===== src/rtl/hash_auth_pkg.sv =====
// hash_auth_pkg: shared types and constants for the hash authorisation
// controller.
//   state_t : controller FSM states (IDLE, RECV, DECIDE, LOCKED)
//   BYTE_W  : width of one hash byte
package hash_auth_pkg;

    localparam int BYTE_W = 8;

    typedef enum logic [1:0] {
        IDLE   = 2'd0,
        RECV   = 2'd1,
        DECIDE = 2'd2,
        LOCKED = 2'd3
    } state_t;

endpackage


===== src/rtl/hash_auth_ctrl_lockout_timer.sv =====
// lockout_timer: one-shot down-counter that times the lockout period.
// A start pulse loads LOCK_CYCLES-1. The counter then runs down to 0, one step per cycle.
//   clk, rst_n : clock, asynchronous active-low reset
//   start      : load the counter and go busy
//   busy       : counter is running (LOCK_CYCLES cycles after start)
//   last       : final busy cycle (counter at 0)
module lockout_timer #(
    parameter int LOCK_CYCLES = 1000
) (
    input  logic clk,
    input  logic rst_n,
    input  logic start,
    output logic busy,
    output logic last
);

    localparam int CW = (LOCK_CYCLES > 1) ? $clog2(LOCK_CYCLES) : 1;

    logic [CW-1:0] cnt;

    always_ff @(posedge clk or negedge rst_n) begin
        if (!rst_n) begin
            cnt  <= '0;
            busy <= 1'b0;
        end else if (start) begin
            cnt  <= CW'(LOCK_CYCLES - 1);
            busy <= 1'b1;
        end else if (busy) begin
            if (cnt == '0) begin
                busy <= 1'b0;
            end else begin
                cnt <= cnt - CW'(1);
            end
        end
    end

    assign last = busy & (cnt == '0);

endmodule


===== src/rtl/hash_auth_ctrl.sv =====
// hash_auth_ctrl: byte-serial hash authorisation controller.
// It compares a candidate hash, received one byte per handshake, against an
// enrolled template. It then issues a one-cycle grant/deny verdict.
// Optional lockout after MAX_TRIES consecutive failures is enabled by
// defining HASH_AUTH_LOCKOUT_EN.
//
// Handshake: a byte is transferred on a rising edge where in_valid and in_ready
// are both 1. in_ready is a registered Moore output and does not depend on in_valid.
//
// Ports:
//   clk, rst_n        : clock, asynchronous active-low reset
//   tpl_load/tpl_data : enrol template (byte 0 in the MSBs)
//   in_valid/in_byte/in_last/in_ready : candidate byte stream
//   result_valid      : one-cycle verdict strobe
//   granted           : verdict is match (0 unless result_valid)
//   locked            : lockout active
//   fail_cnt          : consecutive failures so far
//   dbg_state         : current FSM state (for observation)
module hash_auth_ctrl
    import hash_auth_pkg::*;
#(
    parameter int HASH_BYTES  = 4,
    parameter int MAX_TRIES   = 3,
    parameter int LOCK_CYCLES = 1000
) (
    input  logic                              clk,
    input  logic                              rst_n,
    input  logic                              tpl_load,
    input  logic [HASH_BYTES*BYTE_W-1:0]      tpl_data,
    input  logic                              in_valid,
    input  logic [BYTE_W-1:0]                 in_byte,
    input  logic                              in_last,
    output logic                              in_ready,
    output logic                              result_valid,
    output logic                              granted,
    output logic                              locked,
    output logic [$clog2(MAX_TRIES+1)-1:0]    fail_cnt,
    output logic [1:0]                        dbg_state
);

    localparam int IW = $clog2(HASH_BYTES + 1);
    localparam int FW = $clog2(MAX_TRIES + 1);
    localparam logic [IW-1:0] IDX_FULL = IW'(HASH_BYTES);
    localparam logic [FW-1:0] TRIES    = FW'(MAX_TRIES);
    localparam logic [FW-1:0] TRIES_M1 = FW'(MAX_TRIES - 1);

    state_t                         state;
    logic [HASH_BYTES*BYTE_W-1:0]   tpl;
    logic                           tpl_vld;
    logic [IW-1:0]                  idx;
    logic                           miss;
    logic                           len_err;

    logic [BYTE_W-1:0] tpl_byte;
    logic              accept;
    logic              load_ok;
    logic              in_range;
    logic              miss_nxt;
    logic              len_err_nxt;
    logic [IW-1:0]     idx_nxt;
    logic              verdict;

    // Template byte addressed by the current index. idx is 0 in IDLE, so the
    // first byte of an attempt always sees the template as it was before any
    // same-cycle tpl_load.
    always_comb begin
        tpl_byte = '0;
        for (int i = 0; i < HASH_BYTES; i++) begin
            if (idx == IW'(i)) begin
                tpl_byte = tpl[(HASH_BYTES-1-i)*BYTE_W +: BYTE_W];
            end
        end
    end

    assign accept   = in_valid & in_ready;
    assign load_ok  = tpl_load & ((state == IDLE) | (state == LOCKED));
    assign in_range = (idx != IDX_FULL);

    // Comparison state as it will be after this byte. The verdict is computed
    // from these values, so it can be registered on the cycle the last byte
    // is accepted.
    assign miss_nxt    = miss | (in_range & (in_byte != tpl_byte));
    assign len_err_nxt = len_err | ~in_range;
    assign idx_nxt     = in_range ? idx + IW'(1) : idx;
    assign verdict     = (tpl_vld | load_ok) & ~miss_nxt & ~len_err_nxt &
                         (idx_nxt == IDX_FULL);

    assign dbg_state = state;

`ifdef HASH_AUTH_LOCKOUT_EN
    logic lock_start;
    logic lock_busy;
    logic lock_last;

    assign lock_start = (state == DECIDE) & ~granted & (fail_cnt == TRIES_M1);

    lockout_timer #(
        .LOCK_CYCLES (LOCK_CYCLES)
    ) u_lockout_timer (
        .clk   (clk),
        .rst_n (rst_n),
        .start (lock_start),
        .busy  (lock_busy),
        .last  (lock_last)
    );
`else
    assign locked = 1'b0;
`endif

    always_ff @(posedge clk or negedge rst_n) begin
        if (!rst_n) begin
            state        <= IDLE;
            tpl          <= '0;
            tpl_vld      <= 1'b0;
            idx          <= '0;
            miss         <= 1'b0;
            len_err      <= 1'b0;
            in_ready     <= 1'b1;
            result_valid <= 1'b0;
            granted      <= 1'b0;
            fail_cnt     <= '0;
`ifdef HASH_AUTH_LOCKOUT_EN
            locked       <= 1'b0;
`endif
        end else begin
            if (load_ok) begin
                tpl     <= tpl_data;
                tpl_vld <= 1'b1;
            end

            case (state)
                IDLE, RECV: begin
                    if (accept) begin
                        idx     <= idx_nxt;
                        miss    <= miss_nxt;
                        len_err <= len_err_nxt;
                        if (in_last) begin
                            state        <= DECIDE;
                            in_ready     <= 1'b0;
                            result_valid <= 1'b1;
                            granted      <= verdict;
                        end else begin
                            state <= RECV;
                        end
                    end
                end

                DECIDE: begin
                    result_valid <= 1'b0;
                    granted      <= 1'b0;
                    // Clear here: both IDLE and LOCKED follow, and LOCKED only exits to IDLE.
                    idx          <= '0;
                    miss         <= 1'b0;
                    len_err      <= 1'b0;
                    if (granted) begin
                        fail_cnt <= '0;
                        state    <= IDLE;
                        in_ready <= 1'b1;
                    end else begin
`ifdef HASH_AUTH_LOCKOUT_EN
                        if (fail_cnt == TRIES_M1) begin
                            fail_cnt <= TRIES;
                            state    <= LOCKED;
                            locked   <= 1'b1;
                        end else begin
                            fail_cnt <= fail_cnt + FW'(1);
                            state    <= IDLE;
                            in_ready <= 1'b1;
                        end
`else
                        if (fail_cnt != TRIES) begin
                            fail_cnt <= fail_cnt + FW'(1);
                        end
                        state    <= IDLE;
                        in_ready <= 1'b1;
`endif
                    end
                end

                LOCKED: begin
`ifdef HASH_AUTH_LOCKOUT_EN
                    if (lock_last) begin
                        state    <= IDLE;
                        locked   <= 1'b0;
                        fail_cnt <= '0;
                        in_ready <= 1'b1;
                    end
`else
                    state    <= IDLE;
                    in_ready <= 1'b1;
`endif
                end

                default: begin
                    state    <= IDLE;
                    in_ready <= 1'b1;
                end
            endcase
        end
    end

endmodule

===== config.mk =====
export PLATFORM = sky130hd
export DESIGN_NAME = hash_auth_ctrl
export DESIGN_NICKNAME = d
export VERILOG_FILES = /design/src/rtl/hash_auth_pkg.sv /design/src/rtl/hash_auth_ctrl_lockout_timer.sv /design/src/rtl/hash_auth_ctrl.sv
export SDC_FILE = /design/constraint.sdc
export NUM_CORES = 1
export LEC_CHECK = 0
export CELL_PAD_IN_SITES_DETAIL_PLACEMENT = 1
export CELL_PAD_IN_SITES_GLOBAL_PLACEMENT = 1
export CORE_ASPECT_RATIO = 0.7
export CORE_MARGIN = 3
export CORE_UTILIZATION = 25
export CTS_CLUSTER_SIZE = 24
export DETAILED_ROUTE_END_ITERATION = 7
export HOLD_SLACK_MARGIN = 0.06
export PLACE_DENSITY = 0.57
export RECOVER_POWER = 100
export SLEW_MARGIN = 15
export SYNTH_ARGS = -nofsm -noshare
export SYNTH_HDL_FRONTEND = slang
export SYNTH_SLANG_ARGS = --single-unit

===== constraint.sdc =====
create_clock -name clk -period 2.1 [get_ports clk]
set_input_delay 0.21 -clock clk [delete_from_list [all_inputs] [get_ports clk]]
set_output_delay 0.21 -clock clk [all_outputs]
set_load 0.1 [all_outputs]

==> results of run 1 <==
==> power by group through the flow <==
stage,logic (mW),registers (mW),clock network (mW)
global placement,0.234,0.984,0
finish,0.233,0.969,0.830
CTS,0.243,0.971,0.855
global route,0.257,0.978,0.896
floorplan,0.112,0.966,0
detailed placement,0.237,0.986,0
==> synth_stat cells, types with 2 or more instances <==
library cell | number | area (µm²)
nor2_1 | 13 | 48.8
a32oi_1 | 5 | 43.8
ha_1 | 10 | 125
a221o_1 | 2 | 20.0
a21oi_1 | 8 | 40.0
mux2_2 | 31 | 349
dfrtp_1 | 44 | 1100
nor2b_1 | 3 | 18.8
or3b_2 | 3 | 26.3
nand3b_1 | 3 | 22.5
clkbuf_1 | 6 | 22.5
a21o_1 | 3 | 22.5
o21ai_0 | 11 | 55.1
o211ai_1 | 2 | 15.0
xnor2_1 | 5 | 43.8
nand4_1 | 2 | 12.5
buf_4 | 3 | 22.5
a221o_2 | 3 | 33.8
nand2_1 | 7 | 26.3
nand2b_1 | 7 | 43.8
xor2_1 | 4 | 35.0
inv_1 | 8 | 30.0
==> metrics by stage <==
stage,worst slack (ps),setup TNS (ps)
2_1_floorplan,-118,-162
3_3_place_gp,-170,-249
3_5_place_dp,-196,-300
4_1_cts,-126,-126
5_1_grt,-251,-3330
6_report,-142,-142
==> worst max-delay path by stage <==
stage / slack [ps] / end
2_1_floorplan: -120 / granted$_DFFE_PN0P_
3_3_place_gp: -170 / miss$_DFFE_PN0P_
3_5_place_dp: -200 / miss$_DFFE_PN0P_
4_1_cts: -130 / miss$_DFFE_PN0P_
5_1_grt: -250 / miss$_DFFE_PN0P_
6_report: -140 / miss$_DFFE_PN0P_
==> final cells by class <==
class / instances / area, µm² / share of cell area, %
Inverter: 8 / 30.0 / 0.881
Clock inverter: 1 / 5.00 / 0.147
Sequential cell: 45 / 1130 / 33.3
Timing Repair Buffer: 77 / 671 / 19.7
Tap cell: 124 / 155 / 4.55
Multi-Input combinational cell: 144 / 1260 / 37.0
Clock buffer: 7 / 153 / 4.48
==> what timing repair did <==
item,CTS,global route
gates resized for setup,14,3
endpoints found under the setup margin,2,2
setup buffers,3,0
hold endpoints to repair,44,0
hold buffers,1,0
pin swaps,8,3
==> layer usage <==
layer	up-vias	share of wire (%)	GRT usage, %
met3	6	3.9	2.86
li1	899	-	-
met5	-	0	0
met4	0	1.4	4.37
met2	33	46	19.4
met1	911	49	17.0
==> cell usage in the layout, fill, tap and decap left out, drive strengths merged, types with 2 or more instances in the layout <==
cell type	n
nand2	7
xnor2	5
clkdlybuf4s50	43
nor2	13
a221o	5
nand3b	3
o211ai	2
a32oi	5
nor2b	4
dfrtp	44
buf	23
ha	10
inv	8
nand4	2
clkbuf	17
and3b	2
xor2	4
nand2b	7
a21oi	8
a21o	3
or3b	3
mux2	31
o21ai	12
==> kinds of logic after synthesis <==
family                     after synthesis  synth area share [%]
muxes                                   32                  15.2
other                                    1                 0.158
buffers and inverters                   18                  3.38
and+or+nand+nor                         47                  11.6
xor gates and xnor gates                 9                  3.33
DFF                                     45                  47.6
adders and majority gates               10                  5.29
AOI/OAI and AO/OA                       45                  13.4
==> flip-flops by register name (all words and copies together), names as in the netlist <==
register / count
idx: 3
fail_cnt: 2
result_valid: 1
miss: 1
granted: 1
tpl_vld: 1
len_err: 1
dbg_state: 2
in_ready: 1
tpl: 32
==> metrics.md, run 1 <==
| Metric | Value |
|---|---|
| CTS clk-pin slew, worst paths | 60 ps |
| FF-to-FF path depth | 8 |
| R2r setup slk | -140 ps |
| P_int | 1.58 mW |
| Peak supply drop | 0.000317 V |
| I/O pin cnt | 53 |
| DIE WIDTH | 122 µm |
| Clock power share | 40.8% |
| Tot GR Track Use | 12.5% |
| DRT iter0 DRCs | 47 |
| FILL cells | 1012 |
| Failing checks | negative setup slack |
| R2R Path Start | idx[0]$_DFFE_PN0P_ |
| Hold slack | 508 ps |
| CP arrival | 2420 ps |
| Overall power | 2.03 mW |
| Post-Layout Cell Count | 406 |
| FP Rows | 29 |
| Crit path buf inv count | 1 |
| Status | finished, violations left |
| Worst Setup End Kind | flop |
| Critical path depth | 8 |
| Layout cells sized above 1 | 34.0% |
| Yosys reg bits | 45 |
| Leakage | 1.40 nW |
| Initial antenna violation count | 0 |
| Post-synthesis sequential area ratio | 47.6% |
| WL final | 6.22 mm |
| F_max | 446 MHz |
| WP data required | 2270 ps |
| Fin area | 0.00341 mm² |
| Sw Share | 22.2% |
| Post-synth ARST share | 100% |
| Max-cap viol count | 0 |
| Crit share post-route | 107% |
| Die Area | 0.0107 mm² |
| Cts bufs inserted | 5 |
| Syn. warnings | 0 |
| Final hold violations | 0 |
| Synth-to-layout area growth | 44.1% |
| GPL Wtd Cong | 0.731 |
| Unique masters post-synth | 46 |
| First-pass DRT Iterations | 3 |
| Slew Viols, Final | 0 |
| H-tree levels | 2 |
| HP Class | reg -> reg |
| Slew of the pin with the lowest slew margin | 1160 ps |
| Post-DRT Antenna Nets | 0 |
| Worst path slowest cell | or4_1 |
| NetSw | 452 µW |
| CP max stage delay | 480 ps |
| Number of flops mapped to enable cells by yosys | 0 |
| Post-Syn Nets | 262 |
| RSZ-0062 raised after global routing | yes |
| Minimum clock period | 2240 ps |
| Worst setup margin | -142 ps |
| Crit. Startpoint | idx[0]$_DFFE_PN0P_ |
| Top delay family on crit path | compound AO/OA/AOI/OAI gates |
| Nets | 336 |
| WHS Endpoint | tpl[30]$_DFFE_PN0P_ |
| Clock Latency Late Sink | 280 ps |
| Root Driver | clkbuf_16 |
| IO buf count | 51 |
| Reg-to-reg endpoint | miss$_DFFE_PN0P_ |
| Hold_sp | tpl[30]$_DFFE_PN0P_ |
| First-pass GRT wire length | 10.3 mm |
| Setup-failing EPs final | 1 |
| Worst Skew | 5.16 ps |
| Vias in the first global route | 2010 |
| DPL Wire Length | 4.70 mm |
| Mapped Avg Cell Area | 11.4 µm² |
| Inst Count DP | 394 |
| Post-route DRC violation count | 0 |
| Primary FF master, synth | dfrtp_1 |
| Crit-path max FO | 4 |
| Drt wl/cell | 15.3 µm |
| Pwr/cell area | 597 mW/mm² |
| Logic pwr share | 11.5% |
| CP startpoint kind | flop |
| Largest net degree at the start of global routing | 46 |
| Mapped Cells | 207 |
| Kind of critical path | reg -> reg |
| Core area | 0.00914 mm² |
| DR vias | 1849 |
| Sequential Power Share | 47.7% |
| Syn Std Cell Area | 0.00237 mm² |
| Total gr overflow | 0 |
| CP Cell Sequence | inv_2, ha_4, nor2b_4, a221o_1, a32oi_2, xnor2_1, or4_1, o21a_1 |
| Clock Sinks | 45 |
| Rel. slew slack | 22.8% |
| Clock buffer depth | 2 |
| Initial core utilization | 25.9% |
| DR vias/cell | 4.55 |
| Diodes inserted | 0 |
| Hold path depth | 1 |
| Cell Area, Placed | 0.00317 mm² |
| Die Height | 87.4 µm |
| Fin util | 37.3% |
| CTS tree | built |
No activity file was read; power rests on OpenSTA's default activity.
==> run 2: changes to the inputs <==
--- a/config.mk
+++ b/config.mk
@@ -9,11 +9,11 @@
 export CELL_PAD_IN_SITES_GLOBAL_PLACEMENT = 1
 export CORE_ASPECT_RATIO = 0.7
 export CORE_MARGIN = 3
-export CORE_UTILIZATION = 25
+export CORE_UTILIZATION = 35
 export CTS_CLUSTER_SIZE = 24
 export DETAILED_ROUTE_END_ITERATION = 7
 export HOLD_SLACK_MARGIN = 0.06
-export PLACE_DENSITY = 0.57
+export PLACE_DENSITY = 0.75
 export RECOVER_POWER = 100
 export SLEW_MARGIN = 15
 export SYNTH_ARGS = -nofsm -noshare
==> metrics.md, run 2 (same netlist as run 1, synthesis figures left out) <==
| Metric | Value |
|---|---|
| Initial core utilization | 37.0% |
| Post-route DRC violation count | 0 |
| CP startpoint kind | flop |
| Largest net degree at the start of global routing | 46 |
| Worst Skew | 3.71 ps |
| CTS tree | built |
| Leakage | 1.34 nW |
| DR vias | 1814 |
| Slew of the pin with the lowest slew margin | 1160 ps |
| First-pass GRT wire length | 9.74 mm |
| Vias in the first global route | 1903 |
| RSZ-0062 raised after global routing | yes |
| Total gr overflow | 0 |
| Setup WS pre-CTS | -163 ps |
| Setup-failing EPs final | 2 |
| FILL cells | 711 |
| Worst path slowest cell | or4_1 |
| Top delay family on crit path | compound AO/OA/AOI/OAI gates |
| Fin area | 0.00322 mm² |
| Root Driver | clkbuf_8 |
| CP max stage delay | 490 ps |
| NetSw | 416 µW |
| R2r setup slk | -110 ps |
| Post-DRT Antenna Nets | 0 |
| Slew Viols, Final | 0 |
| Clock buffer depth | 2 |
| FP Rows | 24 |
| Logic pwr share | 12.8% |
| DR vias/cell | 4.94 |
| Initial antenna violation count | 0 |
| Top Registers | tpl: 32 flops, idx: 3 flops |
| Die Area | 0.00780 mm² |
| Crit share post-route | 105% |
| Max-cap viol count | 0 |
| Worst setup margin | -112 ps |
| Nets | 330 |
| Crit-path max FO | 4 |
| Synth-to-layout area growth | 36.3% |
| Layout cells sized above 1 | 32.2% |
| Final hold violations | 0 |
| Cts bufs inserted | 5 |
| DRT iter0 DRCs | 51 |
| Rel. slew slack | 22.9% |
| Peak supply drop | 0.000333 V |
| Crit path buf inv count | 1 |
| F_max | 452 MHz |
| Sw Share | 23.3% |
| Commonest non-fill, non-tap cell in the layout | clkdlybuf4s50_1 |
| Reg with most FFs | tpl |
| Clock power share | 33.1% |
| Minimum clock period | 2210 ps |
| Total Neg Setup Slack | -119 ps |
| P_int | 1.37 mW |
| Status | finished, violations left |
| Pwr/cell area | 554 mW/mm² |
| WP data required | 2290 ps |
| Fin util | 50.4% |
| CP Cell Sequence | inv_2, ha_4, nor2b_4, a221o_1, a32oi_1, xnor2_1, or4_1, o21a_1 |
| GPL Wtd Cong | 0.802 |
| Kind of critical path | reg -> reg |
| Tot GR Track Use | 15.9% |
| Sequential Power Share | 54.1% |
| Most frequent cells in the layout | clkdlybuf4s50_1 (43), dfrtp_1 (41), mux2_2 (31) |
| Clock Sinks | 45 |
| CTS clk-pin slew, worst paths | 80 ps |
| CP arrival | 2400 ps |
| First-pass DRT Iterations | 4 |
| Die Height | 74.8 µm |
| Diodes inserted | 0 |
| IO buf count | 51 |
| Core area | 0.00640 mm² |
| DPL Wire Length | 4.30 mm |
| WL final | 5.91 mm |
| Hold slack | 493 ps |
| Cell Area, Placed | 0.00307 mm² |
| H-tree levels | 2 |
| Max reg flops | 32 |
| Failing checks | negative setup slack |
| DIE WIDTH | 104 µm |
| I/O pin cnt | 53 |
| Worst Setup End Kind | flop |
| Clock Latency Late Sink | 290 ps |
| HP Class | in -> reg |
| Drt wl/cell | 16.1 µm |
-- run 2: changes by cell type in the layout (fill, tap and decap cells not counted), moves of 3 or more --
cell / delta
clkbuf_16: -5
a32oi_1: +3
clkbuf_8: +5
buf_4: -5
a32oi_2: -3
-- run 2: final cells by class --
class / count / area (µm²) / area share [%]
Clock buffer: 7 / 96.3 / 2.99
Clock inverter: 1 / 5.00 / 0.155
Inverter: 8 / 30.0 / 0.931
Multi-Input combinational cell: 144 / 1230 / 38.1
Sequential cell: 45 / 1140 / 35.2
Tap cell: 91 / 114 / 3.53
Timing Repair Buffer: 71 / 614 / 19.1
-- run 2: final timing paths --
check                      cells after the start                start                        to
min in group asynchronous                      3                rst_n   fail_cnt[1]$_DFFE_PN0P_
max in group asynchronous                      3                rst_n  dbg_state[1]$_DFFE_PN0P_
max                                            8   idx[0]$_DFFE_PN0P_          miss$_DFFE_PN0P_
min reg2reg                                    1  tpl_vld$_DFFE_PN0P_       tpl_vld$_DFFE_PN0P_
max reg2reg                                    8   idx[0]$_DFFE_PN0P_          miss$_DFFE_PN0P_
min                                            3          tpl_data[8]        tpl[8]$_DFFE_PN0P_
-- run 2: power groups by stage --
| stage | registers (mW) | clock network (mW) | logic, mW |
|---|---|---|---|
| 2_1_floorplan | 0.966 | 0 | 0.112 |
| 3_3_place_gp | 0.982 | 0 | 0.227 |
| 3_5_place_dp | 0.984 | 0 | 0.231 |
| 4_1_cts | 0.968 | 0.611 | 0.235 |
| 5_1_grt | 0.974 | 0.650 | 0.250 |
| 6_report | 0.967 | 0.592 | 0.229 |
-- run 2: worst min-delay path: cells and delay by family --
kind                   cells  cell delay [ps]
AO/OA/AOI/OAI              1               70
buffers and inverters      1              410
AND/OR/NAND/NOR            1               60
-- run 2: routing by layer --
layer  part of all wire [%]  GRT usage, %  vias up  wire length (µm)
met4                   0.63          3.10        0                37
met1                     50          21.9      896              2940
met2                     45          26.0       34              2690
met5                      0             0        -                 0
li1                       -             -      880                 -
met3                    4.2          4.20        4               247
-- run 2: through the flow --
step           std cells  total power, mW
6_report             367             1.79
5_1_grt              367             1.87
4_1_cts              367             1.81
3_5_place_dp         357             1.21
3_3_place_gp         357             1.21
2_1_floorplan        207             1.08
-- run 2: repair_timing --
item                                    in CTS  in global routing
gates resized for setup                     11                  2
endpoints found under the setup margin       2                  4
pin swaps                                    2                  4
setup buffers                                1                  0
hold buffers                                 1                  0
endpoints found under the hold margin       44                  0
